<file path="src/rtl/is_uart_ascii_hex_parser_pkg.sv">
// Shared UART controller definitions: byte width, ASCII terminators and the
// state/error encodings used by the hex line parser.
package is_pkg_uart_controller;

   localparam int DATA_W = 8;

   localparam logic [DATA_W-1:0] ASCII_CR = 8'h0D;
   localparam logic [DATA_W-1:0] ASCII_LF = 8'h0A;

   typedef enum logic [1:0] {
      IDLE,
      ACCUM,
      HOLD,
      FLUSH
   } parser_state_t;

   typedef enum logic [1:0] {
      ERR_NONE,
      ERR_BAD_CHAR,
      ERR_OVERFLOW,
      ERR_OVERRUN
   } parser_err_t;

   function automatic logic is_term(input logic [DATA_W-1:0] b);
      return (b == ASCII_CR) || (b == ASCII_LF);
   endfunction

endpackage

</file>
<file path="src/rtl/is_uart_ascii_hex_parser_dec.sv">
// Combinational ASCII hex digit decoder; accepts both letter cases and
// returns nibble 0 with is_hex_o low for anything else.
module is_uart_dec_ascii_hex
   import is_pkg_uart_controller::*;
(
   input  logic [DATA_W-1:0] data_i,
   output logic [3:0]        nibble_o,
   output logic              is_hex_o
);

   always_comb begin
      nibble_o = 4'h0;
      is_hex_o = 1'b0;
      if (data_i >= 8'h30 && data_i <= 8'h39) begin
         nibble_o = data_i[3:0];
         is_hex_o = 1'b1;
      end else if ((data_i >= 8'h41 && data_i <= 8'h46) ||
                   (data_i >= 8'h61 && data_i <= 8'h66)) begin
         // 'A'/'a' carry 1 in their low nibble, so +9 lands on 10
         nibble_o = data_i[3:0] + 4'd9;
         is_hex_o = 1'b1;
      end
   end

endmodule

</file>
<file path="src/rtl/is_uart_ascii_hex_parser.sv">
// Accumulates ASCII hex digits MSB-first and emits the word on CR/LF;
// malformed lines raise one error pulse and are flushed to the terminator.
module is_uart_ascii_hex_parser
   import is_pkg_uart_controller::*;
#(
   parameter int NIBBLES = 8
) (
   input  logic                         clk_i,
   input  logic                         rst_n_i,
   input  logic [DATA_W-1:0]            rx_data_i,
   input  logic                         rx_valid_i,
   output logic [4*NIBBLES-1:0]         word_o,
   output logic                         word_valid_o,
   input  logic                         word_ready_i,
   output logic [$clog2(NIBBLES+1)-1:0] nibble_cnt_o,
   output logic                         err_o,
   output logic [1:0]                   err_code_o,
   output parser_state_t                state_o
);

   localparam int W     = 4 * NIBBLES;
   localparam int CNT_W = $clog2(NIBBLES + 1);

   // Handshake: word_o/word_valid_o stay stable while valid and not ready;
   // a transfer happens in any cycle where word_valid_o && word_ready_i.

   parser_state_t    state_q, state_d;
   logic [W-1:0]     acc_q, acc_d;
   logic [CNT_W-1:0] cnt_q, cnt_d;
   logic [W-1:0]     word_q, word_d;
   logic             valid_q, valid_d;
   logic             err_q, err_d;
   parser_err_t      code_q, code_d;

   logic [3:0] nib;
   logic       is_hex;
   logic       dig, term, bad, idle_like, full;

   is_uart_dec_ascii_hex u_dec (
      .data_i   (rx_data_i),
      .nibble_o (nib),
      .is_hex_o (is_hex)
   );

   assign dig  = rx_valid_i && is_hex;
   assign term = rx_valid_i && is_term(rx_data_i);
   assign bad  = rx_valid_i && !is_hex && !is_term(rx_data_i);
   assign full = (cnt_q == CNT_W'(NIBBLES));
   // A completed handshake frees the byte in the same cycle to act as in IDLE
   assign idle_like = (state_q == IDLE) || (state_q == HOLD && word_ready_i);

   always_ff @(posedge clk_i) begin
      if (!rst_n_i) begin
         state_q <= IDLE;
         acc_q   <= '0;
         cnt_q   <= '0;
         word_q  <= '0;
         valid_q <= 1'b0;
         err_q   <= 1'b0;
         code_q  <= ERR_NONE;
      end else begin
         state_q <= state_d;
         acc_q   <= acc_d;
         cnt_q   <= cnt_d;
         word_q  <= word_d;
         valid_q <= valid_d;
         err_q   <= err_d;
         code_q  <= code_d;
      end
   end

   always_comb begin
      state_d = state_q;
      case (state_q)
         IDLE: begin
            if (dig)      state_d = ACCUM;
            else if (bad) state_d = FLUSH;
         end
         ACCUM: begin
            if (dig)       state_d = full ? FLUSH : ACCUM;
            else if (term) state_d = HOLD;
            else if (bad)  state_d = FLUSH;
         end
         HOLD: begin
            if (word_ready_i) begin
               if (dig)      state_d = ACCUM;
               else if (bad) state_d = FLUSH;
               else          state_d = IDLE;
            end
         end
         FLUSH: begin
            if (term) state_d = IDLE;
         end
         default: state_d = IDLE;
      endcase
   end

   always_comb begin
      acc_d   = acc_q;
      cnt_d   = cnt_q;
      word_d  = word_q;
      valid_d = valid_q;
      err_d   = 1'b0;
      code_d  = code_q;

      if (state_q == HOLD) begin
         if (word_ready_i) begin
            valid_d = 1'b0;
            acc_d   = '0;
            cnt_d   = '0;
         end else if (rx_valid_i) begin
            err_d  = 1'b1;
            code_d = ERR_OVERRUN;
         end
      end

      if (idle_like) begin
         if (dig) begin
            acc_d = W'(nib);
            cnt_d = CNT_W'(1);
         end else if (bad) begin
            err_d  = 1'b1;
            code_d = ERR_BAD_CHAR;
         end
      end

      if (state_q == ACCUM) begin
         if (dig && full) begin
            err_d  = 1'b1;
            code_d = ERR_OVERFLOW;
            acc_d  = '0;
            cnt_d  = '0;
         end else if (dig) begin
            acc_d = {acc_q[W-5:0], nib};
            cnt_d = cnt_q + CNT_W'(1);
         end else if (term) begin
            word_d  = acc_q;
            valid_d = 1'b1;
         end else if (bad) begin
            err_d  = 1'b1;
            code_d = ERR_BAD_CHAR;
            acc_d  = '0;
            cnt_d  = '0;
         end
      end

      if (state_q == FLUSH && term) begin
         acc_d = '0;
         cnt_d = '0;
      end
   end

   assign word_o       = word_q;
   assign word_valid_o = valid_q;
   assign nibble_cnt_o = cnt_q;
   assign err_o        = err_q;
   assign err_code_o   = code_q;
   assign state_o      = state_q;

endmodule

</file>
<file path="config.mk">
export PLATFORM = sky130hd
export DESIGN_NAME = is_uart_ascii_hex_parser
export DESIGN_NICKNAME = d
export VERILOG_FILES = /design/src/rtl/is_uart_ascii_hex_parser_pkg.sv /design/src/rtl/is_uart_ascii_hex_parser_dec.sv /design/src/rtl/is_uart_ascii_hex_parser.sv
export SDC_FILE = /design/constraint.sdc
export NUM_CORES = 1
export LEC_CHECK = 0
export CAP_MARGIN = 20
export CORE_MARGIN = 2
export CORE_UTILIZATION = 51
export CTS_CLUSTER_SIZE = 14
export DETAILED_ROUTE_END_ITERATION = 10
export PLACE_DENSITY = 0.74
export RECOVER_POWER = 100
export SLEW_MARGIN = 20
export SYNTH_ARGS = -nofsm -noshare
export SYNTH_HDL_FRONTEND = slang
export SYNTH_SLANG_ARGS = --single-unit
</file>
<file path="constraint.sdc">
create_clock -name clk_i -period 2.88 [get_ports clk_i]
set_input_delay 0.576 -clock clk_i [delete_from_list [all_inputs] [get_ports clk_i]]
set_output_delay 0.576 -clock clk_i [all_outputs]
set_load 0.005 [all_outputs]
</file>
-- Word level (Yosys, flattened, before mapping)
Index checks and enable logic that the tools add are counted.
- add/sub/neg operators: 2
- $lt $le $gt $ge: 6
- equality and inequality tests: 8
- muxes and demuxes: 60
- bitwise gates (word level): 3
- reductions and logical operators: 19
- operators with widths (cell ; number):
    $mux W32 ; 9
    $mux W4 ; 11
    $mux W2 ; 20
    $mux W1 ; 19
    $eq A8 B4 Y1 const B ; 2
    $ge A8 B7 Y1 const B ; 2
    $le A8 B7 Y1 const B ; 2
    $logic_and A1 B1 Y1 ; 10
    $ge A8 B6 Y1 const B ; 1
    $le A8 B6 Y1 const B ; 1
    $pmux W2 S4 ; 1
    $add A4 B1 Y4 const B ; 1
    $add A4 B4 Y4 const B ; 1
    $eq A2 B2 Y1 const B ; 2
    $eq A4 B4 Y1 const B ; 1
    $ne A2 B2 Y1 const B ; 2
    $reduce_and A4 Y1 ; 1
    $logic_or A1 B1 Y1 ; 3
    $not A1 Y1 ; 3
    $eq A2 B1 Y1 const B ; 1
    $logic_not A1 Y1 ; 2
    $logic_not A2 Y1 ; 1
    $reduce_and A2 Y1 ; 1
    $reduce_or A2 Y1 ; 1
- register bits after elaboration: 74
- input port bits: 12
- output and inout port bits: 42
- logic and storage cells: 105

-- Longest topological paths before layout
- depth after elaboration: 16
- gate-level depth with buffers: 9
- depth with buffers taken out: 7

-- Hierarchy
From an unflattened synthesis, not the netlist that was laid out.
- cells, all modules: 425
- area, all modules: 3623.5 um^2
- modules (own cells, without submodules) (module ; times used ; cells an instance ; area an instance (um^2)):
    is_uart_ascii_hex_parser ; 1 ; 400 ; 3419.5
    is_uart_dec_ascii_hex ; 1 ; 25 ; 203.9

-- Worst setup path after synthesis
Ideal clock, no wire load.
- path kind: input to register
- from: input rx_data_i[1]
- to: register acc_q[10]
- library setup time: 60 ps
- arrival: 2346 ps
- required time: 2820 ps
- setup slack: 475 ps
- stages: 8
- buffers on the path: 1
- cell sequence: inv_1 > ha_1 > mux2_1 > nand3_1 > o21ai_1 > nor3b_1 > clkbuf_1 > a22o_1
- cells in the longest elaborated chain, start to end: 13
- elaborated cells on any way between the ends: 31
- those cells by class: order compare (6); eq/ne (2); mux (9); reduce/logical (14)
- ends and longest elaborated chain (element ; line ; source):
    start: declaration ; is_uart_ascii_hex_parser.sv:10 ; input logic [DATA_W-1:0] rx_data_i,
    $ge A8 B7 Y1 (tied with other cells) ; is_uart_ascii_hex_parser_dec.sv:17 ; end else if ((data_i >= 8'h41 && data_i <= 8'h46) ||
    $logic_and A1 B1 Y1 (on tied branches) ; is_uart_ascii_hex_parser_dec.sv:17, is_uart_ascii_hex_parser_dec.sv:18 ;
    $logic_or A1 B1 Y1 ; is_uart_ascii_hex_parser_dec.sv:17 ;
    $mux W1 ; is_uart_ascii_hex_parser_dec.sv:17 ;
    $mux W1 ; is_uart_ascii_hex_parser_dec.sv:14 ; if (data_i >= 8'h30 && data_i <= 8'h39) begin
    $logic_and A1 B1 Y1 / $logic_not A1 Y1 (equally long branches) ; is_uart_ascii_hex_parser.sv:45, is_uart_ascii_hex_parser.sv:47 ;
    $mux W32 / $logic_and A1 B1 Y1 (equally long branches) ; is_uart_ascii_hex_parser.sv:118, is_uart_ascii_hex_parser.sv:47 ;
    $mux W32 / $logic_and A1 B1 Y1 (equally long branches) ; is_uart_ascii_hex_parser.sv:117, is_uart_ascii_hex_parser.sv:47 ;
    $mux W32 ; is_uart_ascii_hex_parser.sv:139 ; end else if (bad) begin
    $mux W32 ; is_uart_ascii_hex_parser.sv:136 ; end else if (term) begin
    $mux W32 ; is_uart_ascii_hex_parser.sv:133 ; end else if (dig) begin
    $mux W32 ; is_uart_ascii_hex_parser.sv:128 ; if (dig && full) begin
    $mux W32 ; is_uart_ascii_hex_parser.sv:127 ; if (state_q == ACCUM) begin
    end signal: assignment ; is_uart_ascii_hex_parser.sv:55 ; acc_q <= '0;
    end signal: assignment ; is_uart_ascii_hex_parser.sv:63 ; acc_q <= acc_d;
    end: declaration ; is_uart_ascii_hex_parser.sv:28 ; logic [W-1:0] acc_q, acc_d;
Several ways; a longest one is shown, not always the timed one.
A chain may end at the register's enable or synchronous reset.

-- Worst setup path after layout
- from: input rx_data_i[0]
- to: register acc_q[15]
The elaborated chain is that of the path after synthesis.

==> run_results.csv <==
group,metric,value,unit
outcome,status,"complete, no violations",
timing,finClkSkew,0.006705,ns
synthesis,async_flop_share,0,
synthesis,syn_avg_cell_area,8.842,µm²
clock_network,h-tree-depth,3,
synthesis,ys.warnings.count,0,
setup_path,critical_path.max_fanout,24,
grt,met2_usage,0.3723,
setup_path,crit_buf_inv,4,
floorplanning,die_h,79.64,µm
setup_path,crit_family,"buffers and inverters",
synthesis,synth_top_cell_by_area,"dfxtp_1",
synthesis,ys_types,42,
clock_network,postCtsHoldBufs,0,
floorplanning,dieArea,0.006343,mm²
drt,dr.pass1.iters,4,
synthesis,synth-main-ff-cell,"dfxtp_1",
grt,grt_pass1_wl,11.36,mm
power_and_ir_drop,internal_power,1.497,mW
grt,grt_use_met1,0.2943,
clock_network,clk_pin_slew_worst_paths,0.07,ns
clock_network,cts_tree,"built",
grt,grt_start_max_net_pins,35,
placed_design,routabilityCongestion,0.8741,
drt,drt_iter0_drc,145,
grt,grt_pass1_vias,2446,
synthesis,synthCells,330,
timing,setup_tns,0,ns
drt,wl_per_cell,14.11,µm
setup_path,endpoint_kind,"flip-flop",
setup_path,worstPathCellList,"dlygate4sd3_1 > inv_1 > ha_1 > mux2_1 > nand3_1 > o21ai_1 > buf_4 > nor3b_1 > buf_12 > a22o_1",
drt,drt-vias-per-instance,5.495,
setup_path,cpMaxStageDelayCell,"dlygate4sd3_1",
power_and_ir_drop,pwr-share-comb,0.074,
setup_path,required,3.17,ns
grt,grt_use_met3,0.04299,
setup_path,cp-start-kind,"input port",
grt,top_usage_layer,"met2",
timing,fmax,0.3817,GHz
synthesis,synthesis.nets,348,
synthesis,synth.area.top_cells,"dfxtp_1 (51%), nand2_1 (9.6%), a21oi_1 (7.7%), a22o_1 (7.2%), ha_1 (2.6%)",
grt,antenna_found_initial,0,
setup_path,crit_cells,10,
timing,hold_viol,0,
timing,whs,0.4514,ns
floorplanning,rows,27,
timing,fin_crit,2.620,ns
timing,setup_violations,0,
job,cap_violations,0,
clock_network,clk_latency,0.34,ns
drt,dr_total_vias,2588,
floorplanning,initial_core_util,0.5299,
power_and_ir_drop,p_per_area,512.1,mW/mm²
power_and_ir_drop,p_sw,0.4437,mW
final_layout,antenna_cells,0,
power_and_ir_drop,seq_power_share,0.536,
drt,ant_nets,0,
clock_network,cts_root_buf,"clkbuf_8",
clock_network,cts-resized-gates,0,
power_and_ir_drop,peakVddDrop,0.2645,mV
min_path,hold_path.class,"flip-flop to flip-flop",
floorplanning,io_pins,54,
synthesis,netlist_area,0.002918,mm²
clock_network,clock_sinks,74,
floorplanning,fp.coreArea,0.005507,mm²
setup_path,crit_type,"input port to flip-flop",
synthesis,synth_edf_count,0,
timing,worst_pin_slew,0.3902,ns
final_layout,drive_gt1_frac,0.08521,
timing,slew_headroom,0.7393,
drt,drcViolationCount,0,
placed_design,hpwl,4.667,mm
grt,grt_use_total,0.2321,
floorplanning,die_w,79.64,µm
clock_network,cts_made_buffers,9,
placed_design,port-buffer-count,53,
power_and_ir_drop,switching_share,0.2286,
synthesis,yosysMostFrequentCell,"nand2_1",
setup_path,cp.arrival,2.91,ns
drt,totalWireLength,6.647,mm
min_path,holdPathStages,2,
clock_network,cts_max_path_buffers,2,
grt,overflow,0,
synthesis,ys_ff_latch,74,
final_layout,area_growth,29.89,%
clock_network,cts_setup_buffers,0,
final_layout,nNetsFinal,412,
setup_path,rr_worst_depth,6,
synthesis,yosysSeqAreaShare,0.5077,
timing,drv_slew,0,
setup_path,cpPeakStageDelay,0.64,ns
power_and_ir_drop,p_leak,1.505,nW
synthesis,synth_common_cells,"nand2_1 (75), dfxtp_1 (74), a21oi_1 (45)",
power_and_ir_drop,p_clk_frac,0.389,
synthesis,yosysTopAreaCellShare,0.5077,
timing,grt_setup_unrepaired,"false",
timing,post-route-period-util,0.9096,
## metal layers
metal | part of all wire | up-vias
li1 | - | 1285
met1 | 0.45 | 1211
met2 | 0.47 | 76
met3 | 0.048 | 16
met4 | 0.024 | 0
met5 | 0 | -
## path summary, 6_finish.rpt
path | slack [ns] | end | start
worst max register to register | 0.99 | acc_q[15] | state_o[0]
worst min register to register | 0.45 | word_o[11] | word_o[11]
worst min-delay path | 0.45 | word_o[11] | word_o[11]
worst max-delay path | 0.26 | acc_q[15] | rx_data_i[0]
## sequential cells by signal, summed over array words and instances (netlist names)
signal	cells
word_valid_o	1
word_o	32
acc_q	32
err_code_o	2
nibble_cnt_o	4
state_o	2
err_o	1
## cells in the final DEF (no fill, tap or decap), types with 3 or more instances in the layout
cell type	count
a22oi_1	8
dfxtp_1	74
nand2b_1	3
ha_1	6
clkbuf_2	3
buf_12	3
nor3_1	3
clkbuf_8	9
a22o_1	24
a21oi_1	46
dlygate4sd3_1	43
clkbuf_1	6
clkdlybuf4s50_1	10
buf_4	11
nand2_1	75
nand3_1	8
o21ai_0	7
inv_1	5
nand3b_1	3
nor2_1	14
## power groups by stage
stage / Sequential, mW / Clock [mW] / Combinational, mW
after detailed placement: 1.06 / 0 / 0.148
final: 1.04 / 0.756 / 0.144
after floorplan: 1.06 / 0 / 0.0808
after CTS: 1.04 / 0.770 / 0.149
after global routing: 1.04 / 0.805 / 0.158
after global placement: 1.06 / 0 / 0.146
## stage by stage
step	setup slack, ns	instances	total power, mW	util	cell area (µm²)
2_1_floorplan	0.4748	330	1.139	-	2918
3_5_place_dp	0.03718	455	1.212	0.6612	3641
4_1_cts	0.4013	471	1.959	0.6937	3820
6_report	0.2604	471	1.941	0.6883	3790
3_3_place_gp	0.07135	455	1.210	0.6612	3641
5_1_grt	0.1336	471	2.005	0.6883	3790
## final cells by class
cell class / instances / area (µm²)
repair buffers: 73 / 703.2
clock buffers: 13 / 138.9
well taps: 72 / 90.09
clock inverters: 3 / 40.04
inverters: 6 / 22.52
multi-input cells: 230 / 1314
fillers: 458 / 1717
flip-flops and latches: 74 / 1481
## worst register-to-register path: stages (launching register included)
cell and delay [ns]:
dfxtp_1 0.50, nand3b_1 0.26, o41a_1 0.18, o21a_1 0.15
nor3b_1 0.37, buf_12 0.22, a22o_1 0.15
## kinds of logic after synthesis
kind of cell / count (synthesis) / share of synthesized area
flops: 74 / 0.5077
mux: 1 / 0.003859
compound gates: 99 / 0.2234
buf+inv: 26 / 0.03945
xor+xnor: 2 / 0.006005
fa+ha+maj: 6 / 0.02573
simple gates: 122 / 0.1938
Note: power is estimated with default switching activity, not from simulation.
